==> config.mk <==
export PLATFORM = sky130hd
export DESIGN_NAME = multicycle_ctrl
export DESIGN_NICKNAME = d
export VERILOG_FILES = /design/src/rtl/ctrl_pkg.sv /design/src/rtl/alu_decoder.sv /design/src/rtl/multicycle_ctrl.sv
export SDC_FILE = /design/constraint.sdc
export NUM_CORES = 1
export LEC_CHECK = 0
export BUFFER_PORTS_ARGS = -buffer_cell sky130_fd_sc_hd__clkbuf_2
export CAP_MARGIN = 10
export CORE_AREA = 2 2 53 55
export CTS_CLUSTER_DIAMETER = 50
export DETAILED_ROUTE_END_ITERATION = 8
export DIE_AREA = 0 0 55 57
export PLACE_DENSITY = 0.71
export SYNTH_ARGS = -nofsm -noshare
export SYNTH_HDL_FRONTEND = slang
export SYNTH_SLANG_ARGS = --single-unit
==> constraint.sdc <==
create_clock -name clk -period 2 [get_ports clk]
set_input_delay 0.4 -clock clk [delete_from_list [all_inputs] [get_ports clk]]
set_output_delay 0.4 -clock clk [all_outputs]
set_load 0.05 [all_outputs]
==> src/rtl/ctrl_pkg.sv <==
// Shared types and encodings for the multi-cycle RV32I control path:
// FSM states, opcodes, immediate formats, ALU operations and datapath mux selects.
package ctrl_pkg;

    typedef enum logic [3:0] {
        IDLE,
        FETCH,
        DECODE,
        MEMADR,
        MEMREAD,
        MEMWB,
        MEMWRITE,
        EXECR,
        EXECI,
        ALUWB,
        BRANCH,
        JAL,
        JALR,
        LUI,
        TRAP
    } state_t;

    localparam logic [6:0] OP_LOAD   = 7'b0000011;
    localparam logic [6:0] OP_STORE  = 7'b0100011;
    localparam logic [6:0] OP_BRANCH = 7'b1100011;
    localparam logic [6:0] OP_JAL    = 7'b1101111;
    localparam logic [6:0] OP_JALR   = 7'b1100111;
    localparam logic [6:0] OP_OP_IMM = 7'b0010011;
    localparam logic [6:0] OP_OP     = 7'b0110011;
    localparam logic [6:0] OP_LUI    = 7'b0110111;
    localparam logic [6:0] OP_AUIPC  = 7'b0010111;

    typedef enum logic [2:0] {
        IMM_I = 3'd0,
        IMM_S = 3'd1,
        IMM_B = 3'd2,
        IMM_U = 3'd3,
        IMM_J = 3'd4
    } imm_fmt_t;

    typedef enum logic [3:0] {
        ALU_ADD  = 4'd0,
        ALU_SUB  = 4'd1,
        ALU_AND  = 4'd2,
        ALU_OR   = 4'd3,
        ALU_XOR  = 4'd4,
        ALU_SLL  = 4'd5,
        ALU_SRL  = 4'd6,
        ALU_SRA  = 4'd7,
        ALU_SLT  = 4'd8,
        ALU_SLTU = 4'd9
    } alu_ctrl_t;

    // Fixed ADD/SUB for address and compare states, funct-driven for execute states.
    typedef enum logic [1:0] {
        ALU_CLS_ADD,
        ALU_CLS_SUB,
        ALU_CLS_FUNCT
    } alu_class_t;

    localparam logic [1:0] SRC_A_PC     = 2'd0;
    localparam logic [1:0] SRC_A_OLD_PC = 2'd1;
    localparam logic [1:0] SRC_A_RS1    = 2'd2;

    localparam logic [1:0] SRC_B_RS2    = 2'd0;
    localparam logic [1:0] SRC_B_IMM    = 2'd1;
    localparam logic [1:0] SRC_B_FOUR   = 2'd2;

    localparam logic [1:0] RES_ALU_OUT  = 2'd0;
    localparam logic [1:0] RES_MEM      = 2'd1;
    localparam logic [1:0] RES_ALU      = 2'd2;
    localparam logic [1:0] RES_IMM      = 2'd3;

    function automatic imm_fmt_t imm_fmt_of(input logic [6:0] opcode);
        imm_fmt_t fmt;
        case (opcode)
            OP_STORE:         fmt = IMM_S;
            OP_BRANCH:        fmt = IMM_B;
            OP_LUI, OP_AUIPC: fmt = IMM_U;
            OP_JAL:           fmt = IMM_J;
            default:          fmt = IMM_I;
        endcase
        return fmt;
    endfunction

endpackage

==> src/rtl/alu_decoder.sv <==
// Maps the control state class plus funct3/funct7[5] to an ALU operation.
// Only register ops may select SUB; funct7[5] on op-imm is honoured for SRAI alone.
module alu_decoder
    import ctrl_pkg::*;
(
    input  alu_class_t alu_class,
    input  logic [2:0] funct3,
    input  logic       funct7_5,
    input  logic       op_imm,
    output alu_ctrl_t  alu_op
);

    always_comb begin
        alu_op = ALU_ADD;
        case (alu_class)
            ALU_CLS_SUB: alu_op = ALU_SUB;
            ALU_CLS_FUNCT: begin
                case (funct3)
                    3'b000:  alu_op = (funct7_5 && !op_imm) ? ALU_SUB : ALU_ADD;
                    3'b001:  alu_op = ALU_SLL;
                    3'b010:  alu_op = ALU_SLT;
                    3'b011:  alu_op = ALU_SLTU;
                    3'b100:  alu_op = ALU_XOR;
                    3'b101:  alu_op = funct7_5 ? ALU_SRA : ALU_SRL;
                    3'b110:  alu_op = ALU_OR;
                    default: alu_op = ALU_AND;
                endcase
            end
            default: alu_op = ALU_ADD;
        endcase
    end

endmodule

==> src/rtl/multicycle_ctrl.sv <==
// Main control FSM of the multi-cycle RV32I core (fetch/decode/execute/memory/writeback).
// Build option ICYRISC_CTRL_TRAP_EN: illegal opcodes halt in TRAP instead of retiring as NOPs.
module multicycle_ctrl
    import ctrl_pkg::*;
#(
    parameter int IMM_CTRL_W = 3,
    parameter int ALU_CTRL_W = 4
) (
    input  logic                  clk,
    input  logic                  rst_n,
    input  logic [31:0]           instr,
    input  logic                  mem_ready,
    input  logic                  branch_taken,
    output logic                  mem_req,
    output logic                  mem_we,
    output logic                  adr_src,
    output logic                  ir_write,
    output logic                  pc_write,
    output logic                  reg_write,
    output logic [1:0]            alu_src_a,
    output logic [1:0]            alu_src_b,
    output logic [ALU_CTRL_W-1:0] alu_ctrl,
    output logic [1:0]            result_src,
    output logic [IMM_CTRL_W-1:0] imm_ctrl,
    output logic                  halted,
    output state_t                state_dbg
);

    state_t     state, state_next;
    logic       jalr_phase, jalr_phase_next;
    logic [6:0] opcode;
    logic [2:0] funct3;
    logic       funct7_5;
    logic       is_store;
    alu_class_t alu_cls;
    alu_ctrl_t  alu_op;
    imm_fmt_t   imm_sel;
    logic       unused_instr_bits;

    assign opcode            = instr[6:0];
    assign funct3            = instr[14:12];
    assign funct7_5          = instr[30];
    assign is_store          = (opcode == OP_STORE);
    assign unused_instr_bits = ^{instr[31], instr[29:15], instr[11:7]};

    always_ff @(posedge clk or negedge rst_n) begin
        if (!rst_n) begin
            state      <= IDLE;
            jalr_phase <= 1'b0;
        end else begin
            state      <= state_next;
            jalr_phase <= jalr_phase_next;
        end
    end

    always_comb begin
        state_next      = state;
        jalr_phase_next = 1'b0;
        mem_req         = 1'b0;
        mem_we          = 1'b0;
        adr_src         = 1'b0;
        ir_write        = 1'b0;
        pc_write        = 1'b0;
        reg_write       = 1'b0;
        alu_src_a       = SRC_A_PC;
        alu_src_b       = SRC_B_RS2;
        result_src      = RES_ALU_OUT;
        alu_cls         = ALU_CLS_ADD;
        imm_sel         = IMM_I;

        case (state)
            IDLE: state_next = FETCH;
            FETCH: begin
                mem_req    = 1'b1;
                alu_src_b  = SRC_B_FOUR;
                result_src = RES_ALU;
                ir_write   = mem_ready;
                pc_write   = mem_ready;
                if (mem_ready) state_next = DECODE;
            end
            // alu_out captures old_pc + imm for branch, jal and auipc targets.
            DECODE: begin
                alu_src_a = SRC_A_OLD_PC;
                alu_src_b = SRC_B_IMM;
                imm_sel   = imm_fmt_of(opcode);
                case (opcode)
                    OP_LOAD, OP_STORE: state_next = MEMADR;
                    OP_OP:             state_next = EXECR;
                    OP_OP_IMM:         state_next = EXECI;
                    OP_BRANCH:         state_next = BRANCH;
                    OP_JAL:            state_next = JAL;
                    OP_JALR:           state_next = JALR;
                    OP_LUI:            state_next = LUI;
                    OP_AUIPC:          state_next = ALUWB;
                    default: begin
`ifdef ICYRISC_CTRL_TRAP_EN
                        state_next = TRAP;
`else
                        state_next = FETCH;
`endif
                    end
                endcase
            end
            MEMADR: begin
                alu_src_a  = SRC_A_RS1;
                alu_src_b  = SRC_B_IMM;
                imm_sel    = is_store ? IMM_S : IMM_I;
                state_next = is_store ? MEMWRITE : MEMREAD;
            end
            MEMREAD: begin
                mem_req = 1'b1;
                adr_src = 1'b1;
                if (mem_ready) state_next = MEMWB;
            end
            MEMWB: begin
                result_src = RES_MEM;
                reg_write  = 1'b1;
                state_next = FETCH;
            end
            MEMWRITE: begin
                mem_req = 1'b1;
                mem_we  = 1'b1;
                adr_src = 1'b1;
                if (mem_ready) state_next = FETCH;
            end
            EXECR: begin
                alu_src_a  = SRC_A_RS1;
                alu_cls    = ALU_CLS_FUNCT;
                state_next = ALUWB;
            end
            // rs1 is the A operand of every op-imm instruction.
            EXECI: begin
                alu_src_a  = SRC_A_RS1;
                alu_src_b  = SRC_B_IMM;
                alu_cls    = ALU_CLS_FUNCT;
                state_next = ALUWB;
            end
            ALUWB: begin
                reg_write  = 1'b1;
                state_next = FETCH;
            end
            BRANCH: begin
                alu_src_a  = SRC_A_RS1;
                alu_cls    = ALU_CLS_SUB;
                pc_write   = branch_taken;
                state_next = FETCH;
            end
            JAL: begin
                pc_write   = 1'b1;
                alu_src_a  = SRC_A_OLD_PC;
                alu_src_b  = SRC_B_FOUR;
                state_next = ALUWB;
            end
            // First visit computes rs1+imm; second jumps there and forms the link value.
            JALR: begin
                jalr_phase_next = ~jalr_phase;
                if (!jalr_phase) begin
                    alu_src_a  = SRC_A_RS1;
                    alu_src_b  = SRC_B_IMM;
                    state_next = JALR;
                end else begin
                    pc_write   = 1'b1;
                    alu_src_a  = SRC_A_OLD_PC;
                    alu_src_b  = SRC_B_FOUR;
                    state_next = ALUWB;
                end
            end
            LUI: begin
                result_src = RES_IMM;
                imm_sel    = IMM_U;
                reg_write  = 1'b1;
                state_next = FETCH;
            end
            TRAP:    state_next = TRAP;
            default: state_next = IDLE;
        endcase
    end

    alu_decoder u_alu_decoder (
        .alu_class (alu_cls),
        .funct3    (funct3),
        .funct7_5  (funct7_5),
        .op_imm    (state == EXECI),
        .alu_op    (alu_op)
    );

    assign alu_ctrl  = ALU_CTRL_W'(alu_op);
    assign imm_ctrl  = IMM_CTRL_W'(imm_sel);
    assign state_dbg = state;

`ifdef ICYRISC_CTRL_TRAP_EN
    assign halted = (state == TRAP);
`else
    assign halted = 1'b0;
`endif

endmodule

* After elaboration in Yosys (flattened, before gate mapping)
Cells that the tools add are included.
** Word-level totals
- Flip-flop bits (word level) :: 5
- Input bits :: 36
- Output and inout port bits :: 24
** Cells by class
- Eq/ne operators :: 34
- Multiplexer cells :: 28
- Bitwise logic cells :: 1
- Reductions and logical operators :: 17
** Operator list (number)
- $pmux W4 S9 :: 1
- $pmux W4 S8 :: 1
- $eq A4 B4 Y1 const B :: 7
- $pmux W4 S7 :: 1
- $eq A7 B6 Y1 const B :: 3
- $eq A7 B7 Y1 const B :: 3
- $pmux W2 S3 :: 3
- $eq A4 B3 Y1 const B :: 4
- $eq A7 B5 Y1 const B :: 2
- $mux W4 :: 3
- $pmux W3 S4 :: 1
- $reduce_or A2 Y1 :: 6
- $reduce_or A3 Y1 :: 4
- $mux W1 :: 10
- $eq A3 B3 Y1 const B :: 3
- $pmux W3 S3 :: 1
- $eq A4 B2 Y1 const B :: 2
- $pmux W4 S2 :: 1
- $eq A7 B2 Y1 const B :: 1
- $eq A3 B2 Y1 const B :: 2
- $mux W2 :: 3
- $ne A2 B2 Y1 const B :: 3
- $reduce_or A5 Y1 :: 1
- $eq A4 B1 Y1 const B :: 1
- other kinds (13) :: 13

* Logic depth before layout (Yosys ltp)
Gate-level depths: netlist (run 1).
- Depth in word-level cells :: 6
- Depth in mapped cells :: 8
- Depth with buffers taken out :: 7

* Cells and area by module
A second synthesis (run 1) with hierarchy kept.
** Second synthesis, totals
- Cells, all modules :: 124
- Area total of the unflattened synthesis :: 849.6 sq um
** Modules (own cells, without submodules)
- multicycle_ctrl :: times used 1, cells each 108, area an instance 718.2 sq um, seq. area each 125.1 sq um
- alu_decoder :: times used 1, cells each 16, area an instance 131.4 sq um, seq. area each 0.0 sq um

* Least setup slack after synthesis (run 1)
No wires, ideal clock.
- Path type :: register to output
- Start :: reg state[0], in the netlist state_dbg[0]
- End :: out alu_ctrl[0]
- Arrival :: 2.676 ns
- Required time :: 1.600 ns
- Setup slack :: -1.076 ns
- Stages on the path, launching flop included :: 8
- Buffers on the path :: 1
- Cells stage by stage :: dfrtp_1 -> clkbuf_1 -> or2_1 -> o22ai_1 -> inv_1 -> ha_1 -> nand3b_1 -> o221ai_1
** Between the ends
- Cells in the longest elaborated chain, start to end :: 6
- Elaborated cells between the ends (all ways) :: 12
- Classes of those cells :: eq/ne (5); mux (4); reduce/logical (3)
** Ends and longest elaborated chain
- from (decl) :: line multicycle_ctrl.sv:29 : state_t state, state_next;
- from (signal assigned) :: line multicycle_ctrl.sv:51 : state <= state_next;
- $eq A4 B4 Y1 :: line multicycle_ctrl.sv:71, multicycle_ctrl.sv:183
- $logic_not A1 Y1 :: line alu_decoder.sv:19 : 3'b000: alu_op = (funct7_5 && !op_imm) ? ALU_SUB : ALU_ADD;
- $logic_and A1 B1 Y1 :: line alu_decoder.sv:19
- $mux W1 :: line alu_decoder.sv:19
- $pmux W4 S7 :: line alu_decoder.sv:18 : case (funct3)
- $pmux W4 S2 * :: line alu_decoder.sv:15 : case (alu_class)
- to (decl) :: line multicycle_ctrl.sv:22 : output logic [ALU_CTRL_W-1:0] alu_ctrl,
Every way passes the cells marked *; elsewhere a longest branch is shown, timed or not.

* Worst setup path after layout (run 1)
- Start :: reg state[1], in the netlist state_dbg[1]
- End :: out alu_ctrl[0]
The elaborated chain is that of the path after synthesis.

==> flow_metrics.tcl, run 1 <==
set metrics [dict create \
    status "finished with violations" \
    violations "setup timing" \
    drv_slew 0 \
    insertedDiodeCount 0 \
    die_w_um 55 \
    grt_use_total_pct 22.3 \
    grt_max_degree 20 \
    p_total_mw 2.62 \
    die_y_um 57 \
    antenna_found_initial 0 \
    critical-path-slowest-cell "dfrtp_2" \
    powerDensity_nw_per_um2 1420 \
    wl_met1_um 1320 \
    pin_count 60 \
    synth_commonest_cells "nor2_1, nand2_1, nand2b_1, o21ai_1" \
    synthCells 129 \
    dpl.hpwl_um 2220 \
    fmax_ghz 0.415 \
    rows 19 \
    maxCapViolCount 0 \
    grt-ovfl-total 0 \
    cts-root-buf "clkbuf_4" \
    skew_ps 2.26 \
    grt_pass1_vias 1230 \
    synth_top_area_share_pct 14.5 \
    period_needed_ps 2410 \
    clkTransAtPathRegs_ps 40 \
    synth_top_cell_by_area "dfrtp_1" \
    synth.distinct_cells 44 \
    max_stage_delay_ps 410 \
    synth_most_common_cell "nor2_1" \
    crit_type "reg -> out" \
    crit_buf_inv 2 \
    setup_viol 7 \
    period_share_pct 120 \
    final_hold_viol_count 0 \
    power_leakage_nw 0.772 \
    vias_per_cell 5.52 \
    syn2layout_area_growth_pct 114 \
    coreArea_sq_um 2620 \
    worstPathRequired_ps 1600 \
    hold_class "in -> async" \
    async_reset_ff_share_pct 100 \
    syn_area_sq_um 863 \
    routed_wl_um 3220 \
    fin_tns_setup_ps -2090 \
    clk_latency_ps 240 \
    peakVddDrop_mv 1.10 \
    wl_met2_um 1690 \
    cts-htree-levels 1 \
    syn_nets 167 \
    crit_path_max_fanout 3 \
    dieArea_sq_um 3140 \
    cts.sinks 5 \
    drt-pass1-iter-count 4 \
    setup_slack_ps -407 \
    start_kind "flip-flop" \
    cp-end-kind "output port" \
    rsz0062_at_grt "true" \
    synth_area_leaders "dfrtp_1, nor2_1, nand2b_1, o22ai_1, o21ai_1" \
    synth_edf_count 0 \
    vias 1247 \
    met3_length_um 181 \
    ys_seq_area_share_pct 14.5 \
    num-nets-final 234 \
    avgSynthCellArea_sq_um 6.69 \
    io_buffers 37 \
    initialDrtViolationCount 26 \
    synth-main-ff-cell "dfrtp_1" \
    grt_pass1_wl_um 5270 \
    crit_chain "or2_4 -> o22ai_4 -> inv_2 -> ha_4 -> nand3b_1 -> o221ai_4 -> buf_8" \
    arrival_ps 2010 \
    crit_family "simple AND/OR/NAND/NOR gates" \
    cts_buffers 3 \
    gp_congestion 0.812 \
    ys_seq_elements 5 \
    drc 0 \
    yosys_warnings 0 \
    antenna_left 0 \
    cts_tree "yes" \
    final_layout_size_suffix_gt1_share_pct 60.5 \
    start_util_pct 33.0 \
    cts_buffer_depth 2 \
    dr.max_layer_used "met4" \
    avgRoutedWirePerCell_um 14.2 \
]
## layer usage
metal,vias to the layer above,GRT usage [%]
met5,-,0
met4,0,6.62
met3,4,1.05
met2,50,40.3
met1,594,27.5
li1,599,-
## per-stage QoR
stage | hold slack (ps) | instance area [sq um] | worst slack, ps | util, % | cells
finish | 502 | 1850 | -407 | 70.6 | 226
global route | 517 | 1850 | -494 | 70.6 | 226
CTS | 502 | 1820 | -439 | 69.7 | 226
detailed placement | 218 | 1380 | -379 | 52.9 | 211
global placement | 219 | 1380 | -297 | 52.9 | 211
floorplan | 104 | 1030 | -459 | - | 129
## layout make-up
cell class / instances / area [sq um]
multi-input cells: 109 / 941
repair buffers: 71 / 686
well taps: 31 / 38.8
fillers: 196 / 768
flip-flops and latches: 5 / 130
clock buffers: 4 / 26.3
inverters: 6 / 25.0
## placed cells by master, fill, tap and decap left out, types with 2 or more instances in the layout
cell        n
buf_4      23
clkbuf_2   20
nor2_1     12
nand2_1     8
buf_8       7
clkbuf_8    7
buf_6       7
nand3b_1    4
nor2_4      4
o21ai_1     4
a21oi_1     4
o21ai_0     4
dfrtp_2     4
nand2b_4    3
nand2b_1    3
inv_1       3
o22ai_2     3
and3_1      3
clkbuf_4    3
nor4_1      2
or2_4       2
o21ai_4     2
or2_1       2
inv_2       2
o22ai_4     2
nor3b_4     2
nor3_1      2
o21ai_2     2
and2_4      2
nor2b_4     2
nor2_2      2
nor2b_1     2
o22a_1      2
clkbuf_16   2
buf_12      2
## cell families (layout without fill, tap and decap cells)
logic type / Yosys count / after routing / synth area share (%)
other cells: 1 / 1 / 0.434
flops: 5 / 5 / 14.5
mux: 1 / 1 / 1.16
compound gates: 38 / 38 / 30.9
simple gates: 65 / 65 / 40.7
buf+inv: 15 / 81 / 7.25
fa+ha+maj: 3 / 3 / 4.06
xor+xnor: 1 / 1 / 1.01
## worst reg2reg max path, delay by kind of cell (launching register included)
| kind | cells | cell delay, ps |
|---|---|---|
| compound gates | 1 | 190 |
| buf+inv | 3 | 400 |
| flops | 1 | 420 |
| simple gates | 3 | 770 |
## registers in the layout, indices dropped and copies added, names as in the netlist
signal      cells
state_dbg       4
jalr_phase      1
## power breakdown
group          total [mW]  internal, mW  switching [mW]
registers           0.177         0.141          0.0361
clock network       0.116        0.0754          0.0411
logic                2.32         0.994            1.33
total                2.62          1.21            1.41
## timing repair
item | CTS | global route
gates cloned | 1 | 0
setup endpoints to repair | 14 | 16
hold buffers | 1 | 0
resized for setup | 70 | 16
hold endpoints to repair | 5 | 0
setup buffers | 9 | 4
pin swaps | 12 | 10
## worst paths after layout
path                                end    startpoint  slack [ps]  depth (start not counted)
max                         alu_ctrl[0]  state_dbg[1]        -410                          7
min reg2reg                  jalr_phase    jalr_phase         630                          1
max in group asynchronous  state_dbg[2]         rst_n        1350                          2
min                          jalr_phase         rst_n         500                          2
min in group clk           state_dbg[1]     mem_ready         560                          3
max reg2reg                state_dbg[2]  state_dbg[3]         150                          7
Power figures use the tool's default switching activity.
==> run 2, diff against run 1 <==
--- a/config.mk
+++ b/config.mk
@@ -12,6 +12,7 @@
 export DETAILED_ROUTE_END_ITERATION = 8
 export DIE_AREA = 0 0 55 57
 export PLACE_DENSITY = 0.71
+export SKIP_LAST_GASP = 1
 export SYNTH_ARGS = -nofsm -noshare
 export SYNTH_HDL_FRONTEND = slang
 export SYNTH_SLANG_ARGS = --single-unit
==> run 2 against run 1 <==
The run still ends with setup timing left; power up 0.74%; final cell count up 1.3%; critical endpoint unchanged; sequential share of layout area down 0.080 points; combinational power hardly changed; clock-buffer cell count unchanged; non-clock buffer count is 3 higher; highest routed layer unchanged.
==> flow_metrics.tcl, run 2 (same netlist as run 1, synthesis figures left out) <==
set metrics [dict create \
    holdWs_ps 504 \
    powerDensity_nw_per_um2 1410 \
    period_share_pct 120 \
    antenna_left 0 \
    routed_wl_um 3270 \
    insertedDiodeCount 0 \
    clk_latency_ps 240 \
    rsz0062_at_grt "true" \
    clkPwrFrac_pct 4.4 \
    setup_viol 9 \
    final_hold_viol_count 0 \
    rrSetupSlack_ps 150 \
    initialDrtViolationCount 23 \
    finish.instance_area_sq_um 1870 \
    arrival_ps 2010 \
    place_ws_ps -379 \
    violations "setup timing" \
    die_y_um 57 \
    die_w_um 55 \
    start_util_pct 33.0 \
    worstRegToRegCells 7 \
    dpl_cell_area_sq_um 1380 \
    peakVddDrop_mv 1.03 \
    vias 1255 \
    final_layout_size_suffix_gt1_share_pct 61.1 \
    clkTransAtPathRegs_ps 40 \
    dieArea_sq_um 3140 \
    fin_tns_setup_ps -2170 \
    layout_commonest_cell "buf_4" \
    start_kind "flip-flop" \
    cts_buffers 3 \
    fillers 189 \
    p_switching_mw 1.42 \
    cts_buffer_depth 2 \
    maxCapViolCount 0 \
    dpl.hpwl_um 2220 \
    final_cell_mix "buf_4, clkbuf_2, nor2_1, buf_6, buf_8" \
    avgRoutedWirePerCell_um 14.3 \
    grt_use_total_pct 21.3 \
    multi_input_comb_area_sq_um 948 \
    drt-pass1-iter-count 4 \
    swShare_pct 54.0 \
    crit_path_max_fanout 3 \
    hold_class "in -> async" \
    fmax_ghz 0.415 \
    p_total_mw 2.64 \
    drc 0 \
    cts-htree-levels 1 \
    drv_slew 0 \
    rows 19 \
    cp-end-kind "output port" \
    syn2layout_area_growth_pct 116 \
    crit_type "reg -> out" \
    largest_reg_flops 4 \
    vias_per_cell 5.48 \
    gp_congestion 0.812 \
    grt_pass1_wl_um 5040 \
    stdcell_count 229 \
    dp_cells 211 \
    cts-root-buf "clkbuf_4" \
    utilization_pct 71.4 \
    antenna_found_initial 0 \
    coreArea_sq_um 2620 \
    cts.sinks 5 \
    setup_slack_ps -409 \
    skew_ps 1.06 \
    grt_max_degree 20 \
    io_buffers 37 \
    grt-ovfl-total 0 \
    cts_tree "yes" \
    seq_area_sq_um 130 \
    p_int_mw 1.21 \
    seq_power_share_pct 6.8 \
    power_leakage_nw 0.788 \
    worstPathRequired_ps 1600 \
    num-nets-final 237 \
    period_needed_ps 2410 \
    comb_power_share_pct 88.8 \
    status "finished with violations" \
    pin_count 60 \
    grt_pass1_vias 1223 \
]
## run 2: cell count changes in the layout (fill, tap and decap cells not counted), moves of 2 or more
cell / previous run / this run
buf_6: 7 / 9
clkbuf_4: 3 / 6
nor2_2: 2 / 0
clkbuf_8: 7 / 2
## run 2: power by group through the flow
| stage | Clock (mW) | Combinational, mW | Sequential [mW] |
|---|---|---|---|
| after global routing | 0.129 | 2.46 | 0.181 |
| after CTS | 0.121 | 2.13 | 0.174 |
| after detailed placement | 0 | 1.74 | 0.167 |
| final | 0.116 | 2.34 | 0.179 |
| after floorplan | 0 | 1.17 | 0.288 |
| after global placement | 0 | 1.72 | 0.164 |
## run 2: area by class of cell
| class | instances | share of cell area, % |
|---|---|---|
| clock buffers | 4 | 1.41 |
| flip-flops and latches | 5 | 6.97 |
| repair buffers | 74 | 37.6 |
| inverters | 6 | 1.21 |
| multi-input cells | 109 | 50.8 |
| well taps | 31 | 2.08 |
## run 2: metal layers
metal  vias to the layer above  global-route usage [%]  routed length, um
met1                       591                    24.9               1290
met2                        52                    38.9               1760
met3                        10                    1.83                163
met5                         -                       0                  0
li1                        602                       -                  -
met4                         0                    7.32                 57
## run 2: worst paths after layout
| check | to | from |
|---|---|---|
| worst max-delay path | alu_ctrl[0] | state_dbg[1] |
| worst max register to register | state_dbg[2] | state_dbg[2] |
| min in group clk | state_dbg[1] | mem_ready |
| worst min-delay path | jalr_phase | rst_n |
| worst min register to register | jalr_phase | jalr_phase |
| max in group asynchronous | state_dbg[2] | rst_n |
## run 2: critical path, stage by stage, from the launching register on
cell and delay, ps:
dfrtp_2 410, or2_4 270, o22ai_4 160, inv_2 60
ha_4 230, nand3b_1 260, o221ai_4 200, buf_8 170
## run 2: timing repair
item,in CTS,in global routing
pin swaps,10,10
endpoints found under the setup margin,14,17
hold endpoints to repair,5,0
hold buffers,1,0
gates cloned,1,0
setup buffers,9,6
resized for setup,57,32
==> run 3, diff against run 2 <==
--- a/config.mk
+++ b/config.mk
@@ -16,3 +16,4 @@
 export SYNTH_ARGS = -nofsm -noshare
 export SYNTH_HDL_FRONTEND = slang
 export SYNTH_SLANG_ARGS = --single-unit
+export TNS_END_PERCENT = 1
==> run 3 against run 2 <==
The flow still finishes with violations (setup timing); clock power barely moved; flip-flop and latch count is the same; fmax is 1.7% lower; die area did not move; register-to-register slack hardly changed; critical endpoint unchanged; sequential share of layout area up 2.3 points; highest routed layer unchanged; global-route usage is 2.6 points lower.
==> flow_metrics.tcl, run 3 (same netlist as run 1, synthesis figures left out) <==
set metrics [dict create \
    status "finished with violations" \
    violations "setup timing" \
    period_needed_ps 2450 \
    arrival_ps 2050 \
    final_cell_mix "clkbuf_2, buf_4, nor2_1, nand2_1" \
    drv_slew 0 \
    crit_path_max_fanout 3 \
    antenna_left 0 \
    clkPwrFrac_pct 6.0 \
    antenna_found_initial 0 \
    dp_cells 207 \
    rsz0062_at_grt "true" \
    avgRoutedWirePerCell_um 13.1 \
    dpl_cell_area_sq_um 1320 \
    cts-root-buf "clkbuf_4" \
    insertedDiodeCount 0 \
    hold_class "in -> async" \
    initialDrtViolationCount 16 \
    fin_tns_setup_ps -2990 \
    die_y_um 57 \
    crit_type "reg -> out" \
    cp-end-kind "output port" \
    final_layout_size_suffix_gt1_share_pct 45.6 \
    io_buffers 37 \
    swShare_pct 60.8 \
    grt_use_total_pct 18.7 \
    vias 1166 \
    cts_tree "yes" \
    finish.instance_area_sq_um 1410 \
    cts.sinks 5 \
    grt-ovfl-total 0 \
    period_share_pct 123 \
    power_leakage_nw 0.599 \
    seq_power_share_pct 8.9 \
    setup_viol 16 \
    maxCapViolCount 0 \
    p_int_mw 0.772 \
    coreArea_sq_um 2620 \
    grt_max_degree 20 \
    die_w_um 55 \
    dpl.hpwl_um 2200 \
    rows 19 \
    cts_buffer_depth 2 \
    dieArea_sq_um 3140 \
    drc 0 \
    gp_congestion 0.816 \
    num-nets-final 221 \
    start_kind "flip-flop" \
    powerDensity_nw_per_um2 1400 \
    fmax_ghz 0.408 \
    skew_ps 1.78 \
    largest_reg_flops 4 \
    place_ws_ps -310 \
    clk_latency_ps 250 \
    comb_power_share_pct 85.1 \
    start_util_pct 33.0 \
    peakVddDrop_mv 0.721 \
    grt_pass1_wl_um 4500 \
    cts-htree-levels 1 \
    pin_count 60 \
    worstPathRequired_ps 1600 \
    clkTransAtPathRegs_ps 40 \
    p_switching_mw 1.20 \
    routed_wl_um 2790 \
    vias_per_cell 5.47 \
    grt_pass1_vias 1075 \
    drt-pass1-iter-count 4 \
    syn2layout_area_growth_pct 63.3 \
    cts_buffers 3 \
    final_hold_viol_count 0 \
    setup_slack_ps -452 \
    layout_commonest_cell "clkbuf_2" \
    stdcell_count 213 \
]
## run 3: power by group through the flow
stage | registers, mW | logic (mW) | clock network (mW)
detailed placement | 0.169 | 1.62 | 0
global placement | 0.166 | 1.60 | 0
CTS | 0.167 | 1.63 | 0.120
global route | 0.179 | 1.79 | 0.125
floorplan | 0.288 | 1.08 | 0
finish | 0.175 | 1.68 | 0.119
## run 3: layer usage
layer | track usage (%) | part of all wire (%) | wire [um] | up-vias
met5 | 0 | 0 | 0 | -
met4 | 5.92 | 0.61 | 17 | 0
met3 | 3.40 | 6.0 | 166 | 3
met2 | 33.7 | 54 | 1520 | 39
met1 | 21.5 | 39 | 1090 | 551
li1 | - | - | - | 573
## run 3: timing repair
item                                   in CTS  in global routing
setup buffers                               0                  1
pin swaps                                   0                  1
endpoints found under the hold margin       5                  0
hold buffers                                1                  0
gates resized for setup                     2                 13
cloned                                      0                  0
setup endpoints to repair                  15                 17
## run 3: worst paths after layout
path	from	slack, ps	to	cells past startpoint
setup / recovery	state_dbg[1]	-450	alu_ctrl[0]	7
hold reg to reg	jalr_phase	620	jalr_phase	1
setup reg to reg	state_dbg[3]	160	state_dbg[2]	6
min in group clk	instr[2]	570	state_dbg[3]	3
hold / removal	rst_n	490	jalr_phase	2
max in group asynchronous	rst_n	1360	state_dbg[1]	2
## run 3: area by class of cell
| cell class | count | area, sq um |
|---|---|---|
| well taps | 31 | 38.8 |
| flip-flops and latches | 5 | 130 |
| inverters | 6 | 22.5 |
| multi-input cells | 109 | 786 |
| clock buffers | 4 | 26.3 |
| repair buffers | 58 | 407 |
| fillers | 257 | 1200 |
## run 3: worst max-delay path, stage by stage (launching register included)
cell and delay [ps]:
dfrtp_2 400, or2_4 270, o22ai_4 160, inv_2 60
ha_4 220, nand3b_1 270, o221ai_4 240, buf_8 170
## run 3: stage by stage
stage	power [mW]	utilization (%)	hold slack, ps
final	1.97	53.9	495
after detailed placement	1.79	50.4	218
after CTS	1.91	52.1	499
after floorplan	1.37	-	104
after global placement	1.76	50.4	216
after global routing	2.10	53.9	506
